`src/rtl/instr_fetch_queue_pkg.sv`:
```
// ----------------------------------------------------------------------------
// instr_fetch_queue_pkg
// Shared constants and types for the RISCuin instruction fetch queue:
//   - NOP_INSTR                 : encoding presented at the queue head after reset
//   - DEFAULT_INSTR_ADDR_WIDTH  : default word-address width
//   - fetch_state_e             : fetch FSM states (IDLE / REQ / DROP)
//   - sat_inc()                 : saturating 32-bit increment for perf counters
// ----------------------------------------------------------------------------
package instr_fetch_queue_pkg;

    localparam int          DEFAULT_INSTR_ADDR_WIDTH = 10;
    localparam logic [31:0] NOP_INSTR                = 32'h0000_0013;  // addi x0,x0,0

    typedef enum logic [1:0] {
        IDLE = 2'd0,  // no request outstanding
        REQ  = 2'd1,  // request outstanding, data will be kept
        DROP = 2'd2   // request outstanding, data will be discarded
    } fetch_state_e;

    function automatic logic [31:0] sat_inc(input logic [31:0] value);
        return (value == '1) ? value : value + 32'd1;
    endfunction

endpackage

```
`src/rtl/instr_fetch_queue_fifo.sv`:
```
// ----------------------------------------------------------------------------
// fetch_fifo
// Synchronous FIFO holding {pc, instruction} entries for the fetch queue.
// The head entry and its valid flag are registered so the consumer sees clean
// flop outputs; a word pushed into an empty FIFO appears on the next cycle.
// Ports:
//   clk, rst      : clock, asynchronous active-high reset
//   clear_i       : synchronous flush (wins over push and pop)
//   push_i        : write push_data_i (ignored when full)
//   push_data_i   : entry to write
//   pop_i         : consume the head (ignored when empty)
//   head_valid_o  : head entry is valid
//   head_data_o   : head entry (RESET_HEAD after reset)
//   count_o       : number of stored entries, 0..DEPTH
// ----------------------------------------------------------------------------
module fetch_fifo #(
    parameter int               WIDTH      = 42,
    parameter int               DEPTH      = 4,
    parameter logic [WIDTH-1:0] RESET_HEAD = '0
) (
    input  logic                     clk,
    input  logic                     rst,
    input  logic                     clear_i,
    input  logic                     push_i,
    input  logic [WIDTH-1:0]         push_data_i,
    input  logic                     pop_i,
    output logic                     head_valid_o,
    output logic [WIDTH-1:0]         head_data_o,
    output logic [$clog2(DEPTH):0]   count_o
);

    localparam int                PTR_W    = $clog2(DEPTH);
    localparam int                CNT_W    = PTR_W + 1;
    localparam logic [CNT_W-1:0]  FULL_CNT = CNT_W'(DEPTH);

    logic [WIDTH-1:0] mem_q [DEPTH];
    logic [PTR_W-1:0] rd_ptr_q, rd_ptr_d;
    logic [PTR_W-1:0] wr_ptr_q, wr_ptr_d;
    logic [CNT_W-1:0] count_q, count_d;
    logic             head_valid_q, head_valid_d;
    logic [WIDTH-1:0] head_data_q, head_data_d;
    logic             do_push, do_pop;

    assign do_pop  = pop_i && head_valid_q;
    assign do_push = push_i && (count_q < FULL_CNT);

    // NOTE: every signal assigned here gets a default first, so no path
    // leaves it unassigned and no latch is inferred.
    always_comb begin
        rd_ptr_d     = rd_ptr_q;
        wr_ptr_d     = wr_ptr_q;
        count_d      = count_q;
        head_valid_d = head_valid_q;
        head_data_d  = head_data_q;
        if (clear_i) begin
            rd_ptr_d     = '0;
            wr_ptr_d     = '0;
            count_d      = '0;
            head_valid_d = 1'b0;
        end else begin
            if (do_pop)  rd_ptr_d = rd_ptr_q + PTR_W'(1);
            if (do_push) wr_ptr_d = wr_ptr_q + PTR_W'(1);
            count_d      = count_q + CNT_W'(do_push) - CNT_W'(do_pop);
            head_valid_d = (count_d != '0);
            // The new head is the word being written when the FIFO is
            // (or becomes) empty apart from this push.
            if (do_push && (rd_ptr_d == wr_ptr_q)) begin
                head_data_d = push_data_i;
            end else if (count_d != '0) begin
                head_data_d = mem_q[rd_ptr_d];
            end
        end
    end

    // NOTE: state registers use non-blocking '<=' so every flop samples the
    // pre-edge values; the combinational block above uses blocking '='.
    always_ff @(posedge clk or posedge rst) begin
        if (rst) begin
            rd_ptr_q     <= '0;
            wr_ptr_q     <= '0;
            count_q      <= '0;
            head_valid_q <= 1'b0;
            head_data_q  <= RESET_HEAD;
        end else begin
            rd_ptr_q     <= rd_ptr_d;
            wr_ptr_q     <= wr_ptr_d;
            count_q      <= count_d;
            head_valid_q <= head_valid_d;
            head_data_q  <= head_data_d;
        end
    end

    // NOTE: the storage array is deliberately not reset; only the count and
    // the registered head decide what is visible, so stale words are harmless.
    always_ff @(posedge clk) begin
        if (do_push && !clear_i) mem_q[wr_ptr_q] <= push_data_i;
    end

    assign head_valid_o = head_valid_q;
    assign head_data_o  = head_data_q;
    assign count_o      = count_q;

endmodule

```
`src/rtl/instr_fetch_queue.sv`:
```
// ----------------------------------------------------------------------------
// instr_fetch_queue
// Fetch stage for the RISCuin core: issues one word-address read at a time to
// a variable-latency program memory, queues returned instructions tagged with
// their PC, and hands them to decode over a valid/ready handshake. A redirect
// flushes the queue and discards any response still in flight.
// Ports:
//   clk, rst              : clock, asynchronous active-high reset
//   redirect, redirect_pc : one-cycle restart request and new word address
//   instr_valid/instr/instr_pc, instr_ready : queue head handshake to decode
//   mem_req/mem_addr      : read request, held stable until mem_ack
//   mem_ack/mem_rdata     : one-cycle response for the outstanding request
//   fetch_pc              : next word address to be requested (debug)
// Optional (macro RISCUIN_FETCH_PERF_EN): saturating counters
//   perf_fetched, perf_dropped, perf_stall.
// ----------------------------------------------------------------------------
module instr_fetch_queue
    import instr_fetch_queue_pkg::*;
#(
    parameter int                          INSTR_ADDR_WIDTH = DEFAULT_INSTR_ADDR_WIDTH,
    parameter int                          DEPTH            = 4,
    parameter logic [INSTR_ADDR_WIDTH-1:0] RESET_PC         = '0
) (
    input  logic                        clk,
    input  logic                        rst,
    input  logic                        redirect,
    input  logic [INSTR_ADDR_WIDTH-1:0] redirect_pc,
    output logic                        instr_valid,
    output logic [31:0]                 instr,
    output logic [INSTR_ADDR_WIDTH-1:0] instr_pc,
    input  logic                        instr_ready,
    output logic                        mem_req,
    output logic [INSTR_ADDR_WIDTH-1:0] mem_addr,
    input  logic                        mem_ack,
    input  logic [31:0]                 mem_rdata,
`ifdef RISCUIN_FETCH_PERF_EN
    output logic [31:0]                 perf_fetched,
    output logic [31:0]                 perf_dropped,
    output logic [31:0]                 perf_stall,
`endif
    output logic [INSTR_ADDR_WIDTH-1:0] fetch_pc
);

    localparam int               AW       = INSTR_ADDR_WIDTH;
    localparam int               CNT_W    = $clog2(DEPTH) + 1;
    localparam logic [CNT_W-1:0] FULL_CNT = CNT_W'(DEPTH);

    fetch_state_e   state_q;
    logic [AW-1:0]  fetch_pc_q;
    logic [AW-1:0]  mem_addr_q;
    logic           mem_req_q;
    logic [CNT_W-1:0] fifo_count;
    logic           fifo_push;
    logic           fifo_pop;
    logic [AW+31:0] fifo_head;

    // In REQ, fetch_pc equals the outstanding address, so it tags the data.
    assign fifo_push = (state_q == REQ) && mem_ack && !redirect;
    assign fifo_pop  = instr_valid && instr_ready;

    fetch_fifo #(
        .WIDTH      (AW + 32),
        .DEPTH      (DEPTH),
        .RESET_HEAD ({{AW{1'b0}}, NOP_INSTR})
    ) u_fifo (
        .clk          (clk),
        .rst          (rst),
        .clear_i      (redirect),
        .push_i       (fifo_push),
        .push_data_i  ({fetch_pc_q, mem_rdata}),
        .pop_i        (fifo_pop),
        .head_valid_o (instr_valid),
        .head_data_o  (fifo_head),
        .count_o      (fifo_count)
    );

    assign instr    = fifo_head[31:0];
    assign instr_pc = fifo_head[AW+31:32];

    always_ff @(posedge clk or posedge rst) begin
        if (rst) begin
            state_q    <= IDLE;
            mem_req_q  <= 1'b0;
            mem_addr_q <= '0;
            fetch_pc_q <= RESET_PC;
        end else begin
            case (state_q)
                IDLE: begin
                    // No push can be pending in IDLE, so the current count
                    // alone decides whether a slot is free for the reply.
                    if (redirect) begin
                        fetch_pc_q <= redirect_pc;
                    end else if (fifo_count < FULL_CNT) begin
                        state_q    <= REQ;
                        mem_req_q  <= 1'b1;
                        mem_addr_q <= fetch_pc_q;
                    end
                end
                REQ: begin
                    if (mem_ack) begin
                        state_q    <= IDLE;
                        mem_req_q  <= 1'b0;
                        fetch_pc_q <= redirect ? redirect_pc : fetch_pc_q + AW'(1);
                    end else if (redirect) begin
                        state_q    <= DROP;
                        fetch_pc_q <= redirect_pc;
                    end
                end
                DROP: begin
                    if (redirect) fetch_pc_q <= redirect_pc;
                    if (mem_ack) begin
                        state_q   <= IDLE;
                        mem_req_q <= 1'b0;
                    end
                end
                default: begin
                    state_q   <= IDLE;
                    mem_req_q <= 1'b0;
                end
            endcase
        end
    end

    assign mem_req  = mem_req_q;
    assign mem_addr = mem_addr_q;
    assign fetch_pc = fetch_pc_q;

`ifdef RISCUIN_FETCH_PERF_EN
    logic [31:0] perf_fetched_q, perf_dropped_q, perf_stall_q;
    logic        ack_taken, ack_dropped, stalled;

    // Acks arriving in IDLE belong to no request and are not counted.
    assign ack_taken   = mem_ack && (state_q != IDLE);
    assign ack_dropped = mem_ack && ((state_q == DROP) || ((state_q == REQ) && redirect));
    assign stalled     = (state_q == IDLE) && (fifo_count == FULL_CNT);

    always_ff @(posedge clk or posedge rst) begin
        if (rst) begin
            perf_fetched_q <= '0;
            perf_dropped_q <= '0;
            perf_stall_q   <= '0;
        end else begin
            if (ack_taken)   perf_fetched_q <= sat_inc(perf_fetched_q);
            if (ack_dropped) perf_dropped_q <= sat_inc(perf_dropped_q);
            if (stalled)     perf_stall_q   <= sat_inc(perf_stall_q);
        end
    end

    assign perf_fetched = perf_fetched_q;
    assign perf_dropped = perf_dropped_q;
    assign perf_stall   = perf_stall_q;
`endif

endmodule

```
`config.mk`:
```
export PLATFORM = sky130hd
export DESIGN_NAME = instr_fetch_queue
export DESIGN_NICKNAME = d
export VERILOG_FILES = /design/src/rtl/instr_fetch_queue_pkg.sv /design/src/rtl/instr_fetch_queue_fifo.sv /design/src/rtl/instr_fetch_queue.sv
export SDC_FILE = /design/constraint.sdc
export NUM_CORES = 1
export LEC_CHECK = 0
export ABC_AREA = 1
export ABC_CLOCK_PERIOD_IN_PS = 3850
export CELL_PAD_IN_SITES_DETAIL_PLACEMENT = 0
export CELL_PAD_IN_SITES_GLOBAL_PLACEMENT = 1
export CORE_ASPECT_RATIO = 0.9
export CORE_MARGIN = 4
export CORE_UTILIZATION = 25
export CTS_CLUSTER_SIZE = 8
export DETAILED_ROUTE_END_ITERATION = 10
export DONT_BUFFER_PORTS = 1
export PLACE_DENSITY_LB_ADDON = 0.1
export SLEW_MARGIN = 5
export SYNTH_ARGS = -nofsm -noshare
export SYNTH_HDL_FRONTEND = slang
export SYNTH_HIERARCHICAL = 1
export SYNTH_SLANG_ARGS = --single-unit
```
`constraint.sdc`:
```
create_clock -name clk -period 3.85 [get_ports clk]
set_clock_uncertainty 0.05 [all_clocks]
set_input_delay 0.385 -clock clk [delete_from_list [all_inputs] [get_ports clk]]
set_output_delay 0.385 -clock clk [all_outputs]
set_load 0.01 [all_outputs]
```
==> metrics, run 1 <==
Critical Path RT 4.26 ns; Crit Path Class reg2reg; leak pwr roughly 5.3 nW; largest family of logic cells by synthesized area simple AND/OR/NAND/NOR gates; vias between 7,000 and 8,000; Critical Path End Type register; Worst Path Buf+Inv 4; fin cells about 1,700; Combinational Power Share 0.182; CTS clk-pin slew, worst paths roughly 0.060 ns; Simple-Gate Fraction of Synth Area 0.2652; post-synth cell types 32; WL per Instance around 20 um; minimum hold slack roughly 0.029 ns; Die Height 204.7 um; flops & latches, synth about 240; FF-to-FF path depth 18; Area growth syn-to-layout 19.77%; fin util 0.3058; pin count of the biggest net entering global routing 86; Post-DP Area approximately 11,000 um2; Post-route DRC 0; wire length on met2 approximately 16 mm; Sw Pwr around 2.8 mW; clk_lat worst skew roughly 0.53 ns; slowest cell delay on critical path about 0.52 ns; ant diodes 0; Syn Inst Count between 1,000 and 1,500; Tot GR Track Use 0.1446; RSZ-0062 raised after global routing false; WL met3 1.699 mm; Worst Setup Slack, final 0.5444 ns; Rows between 70 and 80; IO Pins about 110; Die X approximately 230 um; yosys synthesis warning count 6; Final #Nets approximately 1,200; Die ar. about 46,000 um2; CP Depth 18; wl on met1 around 15 mm; post-CTS resize count 0; design area about 13,000 um2; share of cells above drive strength 1 0.08370; Seq/Total Area, Yosys 0.6395; first-pass GRT wire length around 50 mm; number of routed nets with antenna violations 0; Tot Pwr 8.435 mW; clock root cell clkbuf_16; H-tree depth 2; core footprint between 40,000 and 50,000 um2; Final Cycle Share 0.8586; Max Slew Vio Count 0; most frequent cells in the layout nand3_1, nand2_1, edfxtp_1; drt total wl around 33 mm; Max-Cap Viols 0; worst-path fanout max 43; achievable frequency between 300 and 400 MHz; DRT iter0 DRCs about 320; Mean Syn Cell Area 9.964 um2; highest-delay cell along the critical path buf_4; Int Power roughly 5.7 mW; initial core utilization 0.2553; CTS Hold Bufs 36; mux contribution to synthesized area 0.002095; placed wire-length estimate roughly 18 mm; CP dominant cell by count nand2_1; Setup violations, final 0; CTS sink count between 200 and 250; Final min period roughly 3.3 ns; Clk pwr share 0.362; startpoint types register; Post-Synth Adder-Cell Area 0.01583; Clock Path Buffers 3; pre-CTS setup slack approximately 0.52 ns; xor and xnor area share after synthesis 0.001629; Slew headroom 0.2936; Power Density roughly 660 nW/um2; Worst Hold Class in2reg; Critical Path, Cell by Cell inv_1, ha_1, nand2_1, nor2_1, nand2_1, ha_1, inv_1, ha_1, inv_1, fa_1, xor2_1, nand2_1, nand2_1, nand2_1, nand2_2, buf_4, nand3_1, nand2_1; synthesized area ~11,000 um2; vias in the first global route just over 8,000; commonest non-fill, non-tap cell in the layout nand3_1; TritonCTS Buffers 36; Min-Delay Path Depth 2; final hold vios 0; outcome finished, final reports clean; initial antenna violation count 0; Placed Cells ~1,600; worst slew pin tran about 1.1 ns; post-CTS setup buffers 0; GRT overflow 0; Sw Share 0.3288; critical path arrival between 3 and 4 ns; Fin Setup TNS 0 ns; Seq pwr share 0.456; Top delay family on crit path adder cells; Synth Area in Compound Gates 0.01653; top sig layer met4; Via density between 4 and 5; number of port buffers 0; CTS tree done; Max IR drop VDD 0.0003022 V; syn_nets roughly 1,100; 1st-pass router iterations 4; gpl congestion just over 0.7
==> power groups by stage <==
| stage | clock network (mW) | registers [mW] | logic, mW |
|---|---|---|---|
| 3_5_place_dp | 0 | 3.92 | 1.52 |
| 2_1_floorplan | 0 | 3.70 | 1.12 |
| 5_1_grt | 3.28 | 3.93 | 1.80 |
| 6_report | 3.05 | 3.85 | 1.54 |
| 4_1_cts | 3.17 | 3.88 | 1.58 |
| 3_3_place_gp | 0 | 3.93 | 1.50 |
==> worst paths after layout <==
check / from / slack (ns) / to
min in group asynchronous: rst / 0.52 / u_fifo/count_o[1]
worst min-delay path: redirect_pc[0] / 0.03 / fetch_pc[0]
worst max register to register: state_q[1] / 0.54 / u_fifo/head_data_o[23]
worst max-delay path: state_q[1] / 0.54 / u_fifo/head_data_o[23]
max in group asynchronous: rst / 2.35 / u_fifo/head_data_o[0]
worst min register to register: u_fifo/head_data_o[0] / 0.47 / u_fifo/head_data_o[0]
==> per-layer routing <==
metal	GRT usage	vias to the layer above
li1	-	3729
met1	0.1810	3626
met2	0.2489	142
met3	0.03811	51
met4	0.03783	0
met5	0	-
==> synthesized netlist by cell type (all sizes together) <==
master	n	area, um2
o22ai	2	12.51
xor2	1	8.760
a21oi	11	58.81
mux2	2	22.52
nor2	33	148.9
nand2	292	1119
edfxtp	168	5045
o21a	1	7.510
o21ai	19	98.84
inv	85	321.6
dfrtp	70	1752
dfstp	3	78.83
clkbuf	35	131.4
xnor2	1	8.760
buf	29	183.9
nand3b	1	7.510
fa	1	20.02
ha	12	150.1
nand3	313	1577
==> area by class of cell <==
class | instances | area (um2)
flip-flops and latches | 241 | 6875
multi-input cells | 689 | 3312
fillers | 4416 | 29230
inverters | 85 | 321.6
repair buffers | 54 | 595.6
well taps | 547 | 684.4
clock buffers | 65 | 1072
clock inverters | 1 | 16.27
==> flip-flops by register name, summed over array words and instances (netlist names) <==
signal,cells
fetch_pc,10
mem_addr,10
mem_req,1
state_q,2
u_fifo/count_o,3
u_fifo/head_data_o,42
u_fifo/head_valid_o,1
u_fifo/mem_q,168
u_fifo/rd_ptr_q,2
u_fifo/wr_ptr_q,2
==> kinds of logic after synthesis <==
group           Yosys count
compound gates           33
xor+xnor                  2
fa+ha+maj                13
buf+inv                 149
flops                   241
mux                       2
simple gates            639
(Power assumes the default switching activity.)
==> inputs of run 2 (changes only) <==
==> constraint.sdc (replaced) <==
create_clock -name clk -period 3.85 [get_ports clk]
set_clock_uncertainty 0.05 [all_clocks]
set_input_delay 0.77 -clock clk [delete_from_list [all_inputs] [get_ports clk]]
set_output_delay 0.77 -clock clk [all_outputs]
set_load 0.01 [all_outputs]
==> run 2 against run 1 <==
Worst hold slack improved by 0.22 ns. Largest cell class unchanged. Largest power group unchanged. Final cell count decreased by 2.0%. Register-to-register slack improved by 0.19 ns. Global-route usage decreased by 0.30 points. Sequential share of layout area increased by 1.8 points. Count of clock-buffer cells in the layout decreased by 2. Critical path type unchanged.
==> metrics, run 2 (synthesis gave the netlist of run 1 again) <==
gpl congestion 0.7068; first-pass GRT wire length about 50 mm; TritonCTS Buffers 36; Tot GR Track Use 0.1416; Tot Pwr about 8.3 mW; Filler cells about 4,500; max reg flops 168; RSZ-0062 raised after global routing false; clock root cell clkbuf_16; Fin Setup TNS 0 ns; ant diodes 0; Critical Path End Type register; CTS tree done; Area growth syn-to-layout 15.94%; Critical Path RT between 4 and 5 ns; clk_lat worst skew roughly 0.52 ns; Final Cycle Share 0.8091; 1st-pass router iterations 4; post-CTS setup buffers 0; Multi-input gate area around 3300 um2; IO Pins between 100 and 150; Die Height 204.7 um; Final #Nets between 1,000 and 1,500; critical path arrival 3.52 ns; final hold vios 0; WL per Instance 19.82 um; Rows between 70 and 80; H-tree depth 2; placed wire-length estimate roughly 18 mm; Die X between 200 and 250 um; drt total wl 32.66 mm; DRT iter0 DRCs roughly 340; RR Startpoint state_q[1]; Setup violations, final 0; Critical Path Source state_q[1]; initial core utilization 0.2553; Slew headroom 0.2819; pin count of the biggest net entering global routing 86; FF-to-FF path depth 19; CTS clk-pin slew, worst paths 0.05 ns; achievable frequency approximately 320 MHz; Max IR drop VDD approximately 0.00030 V; minimum hold slack ~0.25 ns; Worst Hold Class in2reg; Min-Delay Path Depth 1; startpoint types register; Post-route DRC 0; commonest non-fill, non-tap cell in the layout nand3_1; Power Density between 600 and 700 nW/um2; Max-Cap Viols 0; Placed Cells about 1,600; Via density 4.569; Die ar. around 46,000 um2; core footprint about 42,000 um2; Most flops, register u_fifo/mem_q; fin cells 1,648; CTS Hold Bufs 0; Max Slew Vio Count 0; vias in the first global route between 7,000 and 8,000; initial antenna violation count 0; most frequent cells in the layout nand3_1, nand2_1, edfxtp_1; hold wc startpoint redirect; Crit Path Class reg2reg; CTS sink count approximately 240; number of routed nets with antenna violations 0; Clock Path Buffers 3; leak pwr ~5.2 nW; GRT overflow 0; worst-path fanout max 15; post-CTS resize count 0; register area 6875 um2; share of cells above drive strength 1 0.08719; outcome finished, final reports clean; number of port buffers 0; vias about 7,500; worst slew pin tran between 1 and 1.5 ns; Final min period slightly above 3 ns
[run 2: cell types whose count changed in the layout (fill, tap and decap cells not counted), sizes merged]
cell,previous run,this run
buf,18,22
clkbuf,65,63
dlygate4sd3,36,0
[run 2: report_power, final]
group	switching, mW	total (mW)	internal, mW	leakage, nW
clock	1.14	2.92	1.79	0.491
combinational	0.970	1.49	0.523	2.27
sequential	0.600	3.85	3.25	2.41
total	2.71	8.26	5.55	5.17
[run 2: worst max-delay path, stage by stage, from the launching register on]
cell and delay [ns]:
dfrtp_1 0.39, inv_1 0.12, ha_1 0.20, nand2_1 0.13
nor2_1 0.15, nand2_1 0.11, ha_1 0.27, inv_1 0.06
ha_1 0.13, inv_1 0.05, fa_1 0.41, xor2_1 0.16
nand2_1 0.06, nand2_1 0.06, nand2_1 0.07, nand2_2 0.08
nand2_2 0.09, buf_4 0.29, nand3_1 0.11, nand2_1 0.07
[run 2: final cells by class]
type                            instances  area share
Sequential cell                       241      0.5515
Multi-Input combinational cell        689      0.2657
Clock buffer                           63     0.08210
Tap cell                              547     0.05490
Inverter                               85     0.02580
Timing Repair Buffer                   22     0.01927
Clock inverter                          1   0.0007026
[run 2: metal layers]
layer	GRT usage	up-vias	share of wire
li1	-	3663	-
met1	0.1877	3672	0.45
met2	0.2318	149	0.47
met3	0.03682	45	0.053
met4	0.03630	0	0.020
met5	0	-	0
[run 2: metrics by stage]
stage | cell area, um2 | setup slack (ns) | utilization
after detailed placement | 11430 | 0.6729 | 0.2715
after global routing | 12470 | 0.4117 | 0.2960
after global placement | 11430 | 0.7014 | 0.2715
after floorplan | 10750 | 0.2956 | -
final | 12470 | 0.7350 | 0.2960
after CTS | 12470 | 0.7101 | 0.2960
[run 2: worst paths after layout]
check	to	slack [ns]
setup / recovery	u_fifo/head_data_o[10]	0.73
setup reg to reg	u_fifo/head_data_o[10]	0.73
min in group asynchronous	u_fifo/head_data_o[30]	0.26
max in group asynchronous	state_q[0]	2.84
hold / removal	u_fifo/count_o[1]	0.25
hold reg to reg	u_fifo/head_data_o[0]	0.47
